<file path="config.mk">
export PLATFORM = sky130hd
export DESIGN_NAME = product_accumulator
export DESIGN_NICKNAME = d
export VERILOG_FILES = /design/src/rtl/product_accumulator.sv
export SDC_FILE = /design/constraint.sdc
export NUM_CORES = 1
export LEC_CHECK = 0
export BUFFER_PORTS_ARGS = -buffer_cell sky130_fd_sc_hd__buf_2
export CORE_MARGIN = 4
export CORE_UTILIZATION = 50
export CTS_CLUSTER_SIZE = 40
export DETAILED_ROUTE_END_ITERATION = 8
export HOLD_SLACK_MARGIN = 0.02
export PLACE_DENSITY_LB_ADDON = 0.1
export SKIP_CTS_REPAIR_TIMING = 1
export SYNTH_ARGS = -nofsm -noshare
export SYNTH_HDL_FRONTEND = slang
export SYNTH_SLANG_ARGS = --single-unit
</file>
<file path="constraint.sdc">
create_clock -name clk -period 1.8 [get_ports clk]
set_input_delay 0.09 -clock clk [delete_from_list [all_inputs] [get_ports clk]]
set_output_delay 0.09 -clock clk [all_outputs]
set_load 0.02 [all_outputs]
</file>
<file path="src/rtl/product_accumulator.sv">
// Sums COUNT valid/ready products into one handshaked result.
// Optional macro ACC_SATURATE_EN clamps the sum instead of wrapping.
module product_accumulator #(
  parameter int PW    = 8,
  parameter int ACC_W = 16,
  parameter int COUNT = 4
) (
  input  logic             clk,
  input  logic             rst_n,
  input  logic             clear,
  input  logic             in_valid,
  output logic             in_ready,
  input  logic [PW-1:0]    in_prod,
  output logic             out_valid,
  input  logic             out_ready,
  output logic [ACC_W-1:0] out_sum,
  output logic             overflow
);

  typedef enum logic {
    ACC  = 1'b0,
    HOLD = 1'b1
  } state_t;

  state_t           r_state;
  logic [ACC_W-1:0] r_acc;
  logic [ACC_W-1:0] r_sum;
  logic [7:0]       r_cnt;
  logic             r_in_ready;
  logic             r_out_valid;
  logic             r_ovf;

  logic [ACC_W:0]   w_add;
  logic [ACC_W-1:0] w_next;
  logic             w_take;
  logic             w_last;

  // Widened add so the carry out of the top bit is visible.
  assign w_add = {1'b0, r_acc} + (ACC_W+1)'(in_prod);

`ifdef ACC_SATURATE_EN
  // A carry clamps to all-ones; all-ones plus anything stays clamped.
  assign w_next = w_add[ACC_W] ? '1 : w_add[ACC_W-1:0];
`else
  assign w_next = w_add[ACC_W-1:0];
`endif

  assign w_take = in_valid & r_in_ready;
  assign w_last = (r_cnt == 8'(COUNT - 1));

  assign in_ready  = r_in_ready;
  assign out_valid = r_out_valid;
  assign out_sum   = r_sum;
  assign overflow  = r_ovf;

  // Two-state accumulate/hold FSM; clear beats both handshakes.
  always_ff @(posedge clk or negedge rst_n) begin
    if (!rst_n) begin
      r_state     <= ACC;
      r_acc       <= '0;
      r_sum       <= '0;
      r_cnt       <= '0;
      r_in_ready  <= 1'b1;
      r_out_valid <= 1'b0;
      r_ovf       <= 1'b0;
    end else if (clear) begin
      r_state     <= ACC;
      r_acc       <= '0;
      r_cnt       <= '0;
      r_in_ready  <= 1'b1;
      r_out_valid <= 1'b0;
      r_ovf       <= 1'b0;
    end else begin
      unique case (r_state)
        ACC: begin
          if (w_take) begin
            r_acc <= w_next;
            if (w_add[ACC_W]) r_ovf <= 1'b1;
            if (w_last) begin
              r_cnt       <= '0;
              r_sum       <= w_next;
              r_state     <= HOLD;
              r_in_ready  <= 1'b0;
              r_out_valid <= 1'b1;
            end else begin
              r_cnt <= r_cnt + 8'd1;
            end
          end
        end
        HOLD: begin
          if (out_ready) begin
            r_acc       <= '0;
            r_ovf       <= 1'b0;
            r_state     <= ACC;
            r_in_ready  <= 1'b1;
            r_out_valid <= 1'b0;
          end
        end
        default: r_state <= ACC;
      endcase
    end
  end

endmodule
</file>
==> results of run 1 <==
power by group through the flow:
stage	Clock (mW)	Combinational, mW	Sequential [mW]
after floorplan	0	0.328	1.18
after global placement	0	0.645	1.12
after detailed placement	0	0.652	1.13
after CTS	0.665	0.658	1.11
after global routing	0.724	0.890	1.13
final	0.653	0.814	1.12
cell families (layout without fill, tap and decap cells):
logic type,count (synthesis),after routing,share of synthesized area [%]
buffers and inverters,13,90,2.39
XOR/XNOR,19,19,7.06
flip-flops,44,44,46.8
AO/OA/AOI/OAI,67,67,17.3
adder cells (fa/ha/maj),10,10,5.63
multiplexers,8,8,3.93
AND/OR/NAND/NOR,74,75,16.9
cells in the mapped netlist, types with 5 or more instances:
cell / count / area, sq um
o211ai_1: 5 / 37.5
xor2_1: 12 / 105
or3_1: 6 / 37.5
ha_1: 9 / 113
o21ai_0: 24 / 120
nand2_1: 22 / 82.6
mux2_2: 6 / 67.6
inv_1: 5 / 18.8
nor2_1: 11 / 41.3
a21oi_1: 16 / 80.1
dfrtp_1: 43 / 1080
a22o_1: 5 / 43.8
xnor2_1: 7 / 61.3
nand4_1: 6 / 37.5
clkbuf_1: 7 / 26.3
nand3_1: 9 / 45.0
and3_1: 6 / 37.5
a21o_1: 6 / 45.0
flip-flops by register name, summed over array words and instances, names as in the netlist:
register,flops
out_sum,16
r_state,1
r_cnt,8
out_valid,1
overflow,1
r_acc,16
in_ready,1
critical path, delay by kind of cell (launching register included):
family | cells | cell delay (ps)
xor gates and xnor gates | 1 | 160
buffers and inverters | 1 | 210
DFF | 1 | 410
and+or+nand+nor | 1 | 130
adders and majority gates | 2 | 560
AOI/OAI and AO/OA | 3 | 500
per-layer routing:
| layer | share of wire [%] | track usage (%) |
|---|---|---|
| met5 | 0 | 0 |
| met4 | 1.0 | 4.35 |
| met3 | 4.8 | 4.49 |
| met1 | 44 | 26.7 |
| met2 | 50 | 32.1 |
worst max-delay path by stage:
stage | startpoint | to | slack [ps] | cells after the start
finish | r_acc[0]$_DFFE_PN0P_ | out_sum[10]$_DFFE_PN0P_ | -280 | 8
global route | r_acc[0]$_DFFE_PN0P_ | out_sum[10]$_DFFE_PN0P_ | -380 | 8
CTS | r_acc[0]$_DFFE_PN0P_ | r_acc[14]$_DFFE_PN0P_ | -300 | 7
detailed placement | r_acc[0]$_DFFE_PN0P_ | r_acc[14]$_DFFE_PN0P_ | -280 | 7
global placement | r_acc[0]$_DFFE_PN0P_ | r_acc[12]$_DFFE_PN0P_ | -210 | 7
floorplan | r_cnt[0]$_DFFE_PN0P_ | out_sum[5]$_DFFE_PN0P_ | -210 | 6
area by class of cell:
| type | count | area share, % |
|---|---|---|
| Inverter | 5 | 0.568 |
| Clock inverter | 2 | 0.303 |
| Tap cell | 52 | 1.97 |
| Clock buffer | 6 | 2.50 |
| Multi-Input combinational cell | 179 | 44.2 |
| Timing Repair Buffer | 77 | 17.1 |
| Sequential cell | 44 | 33.4 |
stage by stage:
step,cells,hold slack (ps),util (%),power (mW)
3_5_place_dp,345,101,64.1,1.78
5_1_grt,365,100,74.4,2.74
2_1_floorplan,235,-206,-,1.51
3_3_place_gp,345,98.9,64.1,1.77
4_1_cts,353,-224,66.2,2.43
6_report,365,84.3,74.4,2.59
==> flow_summary.toml, run 1 <==
[power_and_ir_drop]
p_leak_nw = 1.57
power_frac_seq_pct = 43.2
p_switching_mw = 0.828
p_int_mw = 1.76
irDropWorstVdd_v = 0.000676
switching_share_pct = 32.0
cellPowerDensity_nw_per_um2 = 783
pwr-share-clk_pct = 25.3
p_comb_share_pct = 31.5

[cts]
clk_pin_slew_ps = 80
clockBufferDepth = 2
cts.sinks = 44
h-tree-depth = 2
clock-root-buffer = "clkbuf_8"
cts_buffers = 5
clk_latency_ps = 300
cts_tree = "done"

[synthesis]
synth-seq-area-share_pct = 46.8
synth.net_count = 258
postSynthAreaPerCell_sq_um = 10.0
ys_ff_latch = 44
synth_cells = 235
synth_edf_count = 0
async_flop_share_pct = 100
syn_area_sq_um = 2360
ys.warnings.count = 0
synth_flop_cell = "dfrtp_1"
synth.distinct_cells = 39

[timing]
layout_min_cycle_time_ps = 2080
max_freq_mhz = 480
rsz0062_at_grt = "true"
fin_setup_tns_ps = -3960
finalClockSkew_ps = 9.34
worst_pin_slew_ps = 528
post-route-period-util_pct = 116
final-setup-viol-count = 36
finalMaxSlewViolations = 0
setup_slack_ps = -284
final_hold_viol_count = 0
slew_headroom_pct = 64.8

[worst_setup_path]
reg2reg_depth = 8
cp-end-kind = "register"
crit_arrival_ps = 2270
worstReg2RegEnd = "out_sum[10]$_DFFE_PN0P_"
critPathRequiredTime_ps = 1990
slowest_stage = "dfrtp_1"
critical_path.cell_chain = "ha_4 > fa_2 > a211oi_2 > o211ai_1 > buf_4 > nand4_1 > xor2_1 > o21ai_1"
r2r-start = "r_acc[0]$_DFFE_PN0P_"
crit_type = "register to register"
start_kind = "register"
cp_slowest_stage_delay_ps = 410
critPathMaxFanout = 4
reg2reg_setup_slack_ps = -280

[place]
pre_cts_slack_ps = -284
gp_congestion = 0.828
io_buffers = 31
place_area_sq_um = 2850
dp_hpwl_mm = 3.92

[final_layout]
final_common_cell = "dfrtp_1"
area_delta_synth_final_pct = 40.3
final_nets = 335
multi_input_area_sq_um = 1460
final_area_sq_um = 3300
fill_cells = 326
ff_latch_area_sq_um = 1100
drive_gt1_share_pct = 43.1
final_cell_mix = "43 x dfrtp_1, 37 x buf_4, 31 x buf_2"
diodes = 0

[die]
die_x_um = 76.6
coreArea_sq_um = 4440
die_area_sq_um = 5870
rows = 24
dieHeight_um = 76.6
num_io_pins = 32
initial_core_util_pct = 53.0

[grt]
grt_pass1_vias = 1976
overflow = 0
grt_start_max_net_pins = 24
gr-usage-all-layers_pct = 19.7
grt_pass1_wl_mm = 9.41
antenna_found_initial = 0

[hold_path]
hold_start = "out_ready"
hold_end = "in_ready$_DFFE_PN1P_"
holdPathStages = 3
hp-class = "primary input to register"

[drt]
vias = 2085
avgViaCountPerCell = 5.71
wirelength_mm = 6.07
first_pass_iters = 4
ant_nets = 0
remaining_drc_errors = 0
drt-initial-drc-count = 177
wire_per_inst_um = 16.6

[run_status]
violations = "negative setup slack"
status = "finished, violations left"

[flow_run]
maxCapViolCount = 0
Note: power is estimated with default switching activity, not from simulation.
==> run 2: changes to the inputs <==
- BUFFER_PORTS_ARGS: -buffer_cell sky130_fd_sc_hd__buf_2 -> -buffer_cell sky130_fd_sc_hd__clkbuf_2
==> flow_summary.toml, run 2 (synthesis gave the netlist of run 1 again) <==
[cts]
clk_latency_ps = 290
cts.sinks = 44
clk_pin_slew_ps = 80
cts_buffers = 5
clock-root-buffer = "clkbuf_8"
clockBufferDepth = 2
cts_tree = "done"
h-tree-depth = 2

[place]
pre_cts_slack_ps = -303
io_buffers = 31
gp_congestion = 0.811
dp_hpwl_mm = 3.77

[drt]
wire_per_inst_um = 15.4
drt-initial-drc-count = 94
remaining_drc_errors = 0
avgViaCountPerCell = 5.59
vias = 2030
wirelength_mm = 5.58
ant_nets = 0
first_pass_iters = 4

[worst_setup_path]
r2r-start = "r_acc[5]$_DFFE_PN0P_"
reg2reg_setup_slack_ps = -250
cp_num_buf_inv = 0
crit_type = "register to register"
critPathRequiredTime_ps = 2020
crit_cells = 6
cp_top_family = "compound AO/OA/AOI/OAI gates"
cpMostUsedCell = "o211ai_1"
critical_path.cell_chain = "ha_4 > o211ai_1 > o211ai_1 > nand4_1 > or3_1 > o21ai_1"
critPathMaxFanout = 7
cp_slowest_stage_delay_ps = 480
cp-end-kind = "register"
start_kind = "register"
crit_arrival_ps = 2270
slowest_stage = "o211ai_1"
reg2reg_depth = 6
worstReg2RegEnd = "r_acc[14]$_DFFE_PN0P_"

[timing]
post-route-period-util_pct = 114
max_freq_mhz = 488
worst_pin_slew_ps = 611
finalMaxSlewViolations = 0
slew_headroom_pct = 59.3
rsz0062_at_grt = "true"
layout_min_cycle_time_ps = 2050
final_hold_viol_count = 0
final-setup-viol-count = 37
setup_slack_ps = -251
finalClockSkew_ps = 6.49

[final_layout]
final_nets = 333
diodes = 0
fill_cells = 332
final_common_cell = "dfrtp_1"
final_cell_mix = "43 x dfrtp_1, 35 x buf_4, 31 x clkbuf_2"
drive_gt1_share_pct = 42.4
area_delta_synth_final_pct = 41.1

[flow_run]
maxCapViolCount = 0

[grt]
grt_start_max_net_pins = 24
use_met1_pct = 24.6
grt_pass1_vias = 1906
top_usage_layer = "met2"
overflow = 0
grt_util_met3_pct = 3.55
antenna_found_initial = 0
grtUsageMet2_pct = 30.3
grt_pass1_wl_mm = 8.83
gr-usage-all-layers_pct = 18.6

[die]
rows = 24
coreArea_sq_um = 4440
initial_core_util_pct = 53.0
dieHeight_um = 76.6
num_io_pins = 32
die_area_sq_um = 5870
die_x_um = 76.6

[run_status]
status = "finished, violations left"
violations = "negative setup slack"

[hold_path]
holdPathStages = 3
hold_start = "out_ready"
hold_end = "in_ready$_DFFE_PN1P_"
hp-class = "primary input to register"

[power_and_ir_drop]
cellPowerDensity_nw_per_um2 = 777
power_mw = 2.58
p_leak_nw = 1.54
irDropWorstVdd_v = 0.000664
==> run 2: cell count changes in the layout (fill, tap and decap cells not counted), sizes merged <==
cell,previous run,this run
clkinv,2,0
buf,75,42
clkbuf,7,40
==> run 2: worst max path at each step <==
stage | slack, ps | startpoint | endpoint
4_1_cts | -290 | r_acc[0]$_DFFE_PN0P_ | r_acc[14]$_DFFE_PN0P_
2_1_floorplan | -210 | r_cnt[0]$_DFFE_PN0P_ | out_sum[5]$_DFFE_PN0P_
3_3_place_gp | -210 | r_acc[0]$_DFFE_PN0P_ | r_acc[12]$_DFFE_PN0P_
6_report | -250 | r_acc[5]$_DFFE_PN0P_ | r_acc[14]$_DFFE_PN0P_
3_5_place_dp | -300 | r_acc[0]$_DFFE_PN0P_ | r_acc[14]$_DFFE_PN0P_
5_1_grt | -360 | r_acc[0]$_DFFE_PN0P_ | r_acc[12]$_DFFE_PN0P_
==> run 2: worst register-to-register path, delay by kind of cell, from the launching register on <==
family                     cells  cell delay (ps)
AOI/OAI and AO/OA              3              670
and+or+nand+nor                2              590
DFF                            1              420
adders and majority gates      1              310
==> run 2: per-layer routing <==
layer	share of wire, %	up-vias
li1	-	1006
met1	46	983
met2	50	37
met3	3.6	4
met4	0.82	0
met5	0	-
==> run 2: cell type report <==
| class | count | area [sq um] | share of cell area, % |
|---|---|---|---|
| inverters | 5 | 18.8 | 0.565 |
| clock buffers | 8 | 90.1 | 2.71 |
| repair buffers | 75 | 558 | 16.8 |
| flip-flops and latches | 44 | 1100 | 33.2 |
| well taps | 52 | 65.1 | 1.96 |
| multi-input cells | 179 | 1490 | 44.8 |
==> run 2: power by group <==
part	total [mW]	leakage [nW]	switching, mW	internal (mW)
combinational	0.816	0.896	0.419	0.397
sequential	1.12	0.601	0.0582	1.07
clock	0.641	0.0455	0.328	0.314
==> run 2: per-stage QoR <==
step	cells	hold slack, ps	util [%]	instance area (sq um)	setup TNS (ps)
3_5_place_dp	343	137	64.0	2850	-4210
2_1_floorplan	235	-206	-	2380	-1460
5_1_grt	363	99.3	74.8	3320	-6360
4_1_cts	351	-191	66.1	2940	-4670
6_report	363	93.5	74.8	3320	-3600
3_3_place_gp	343	125	64.0	2850	-3180
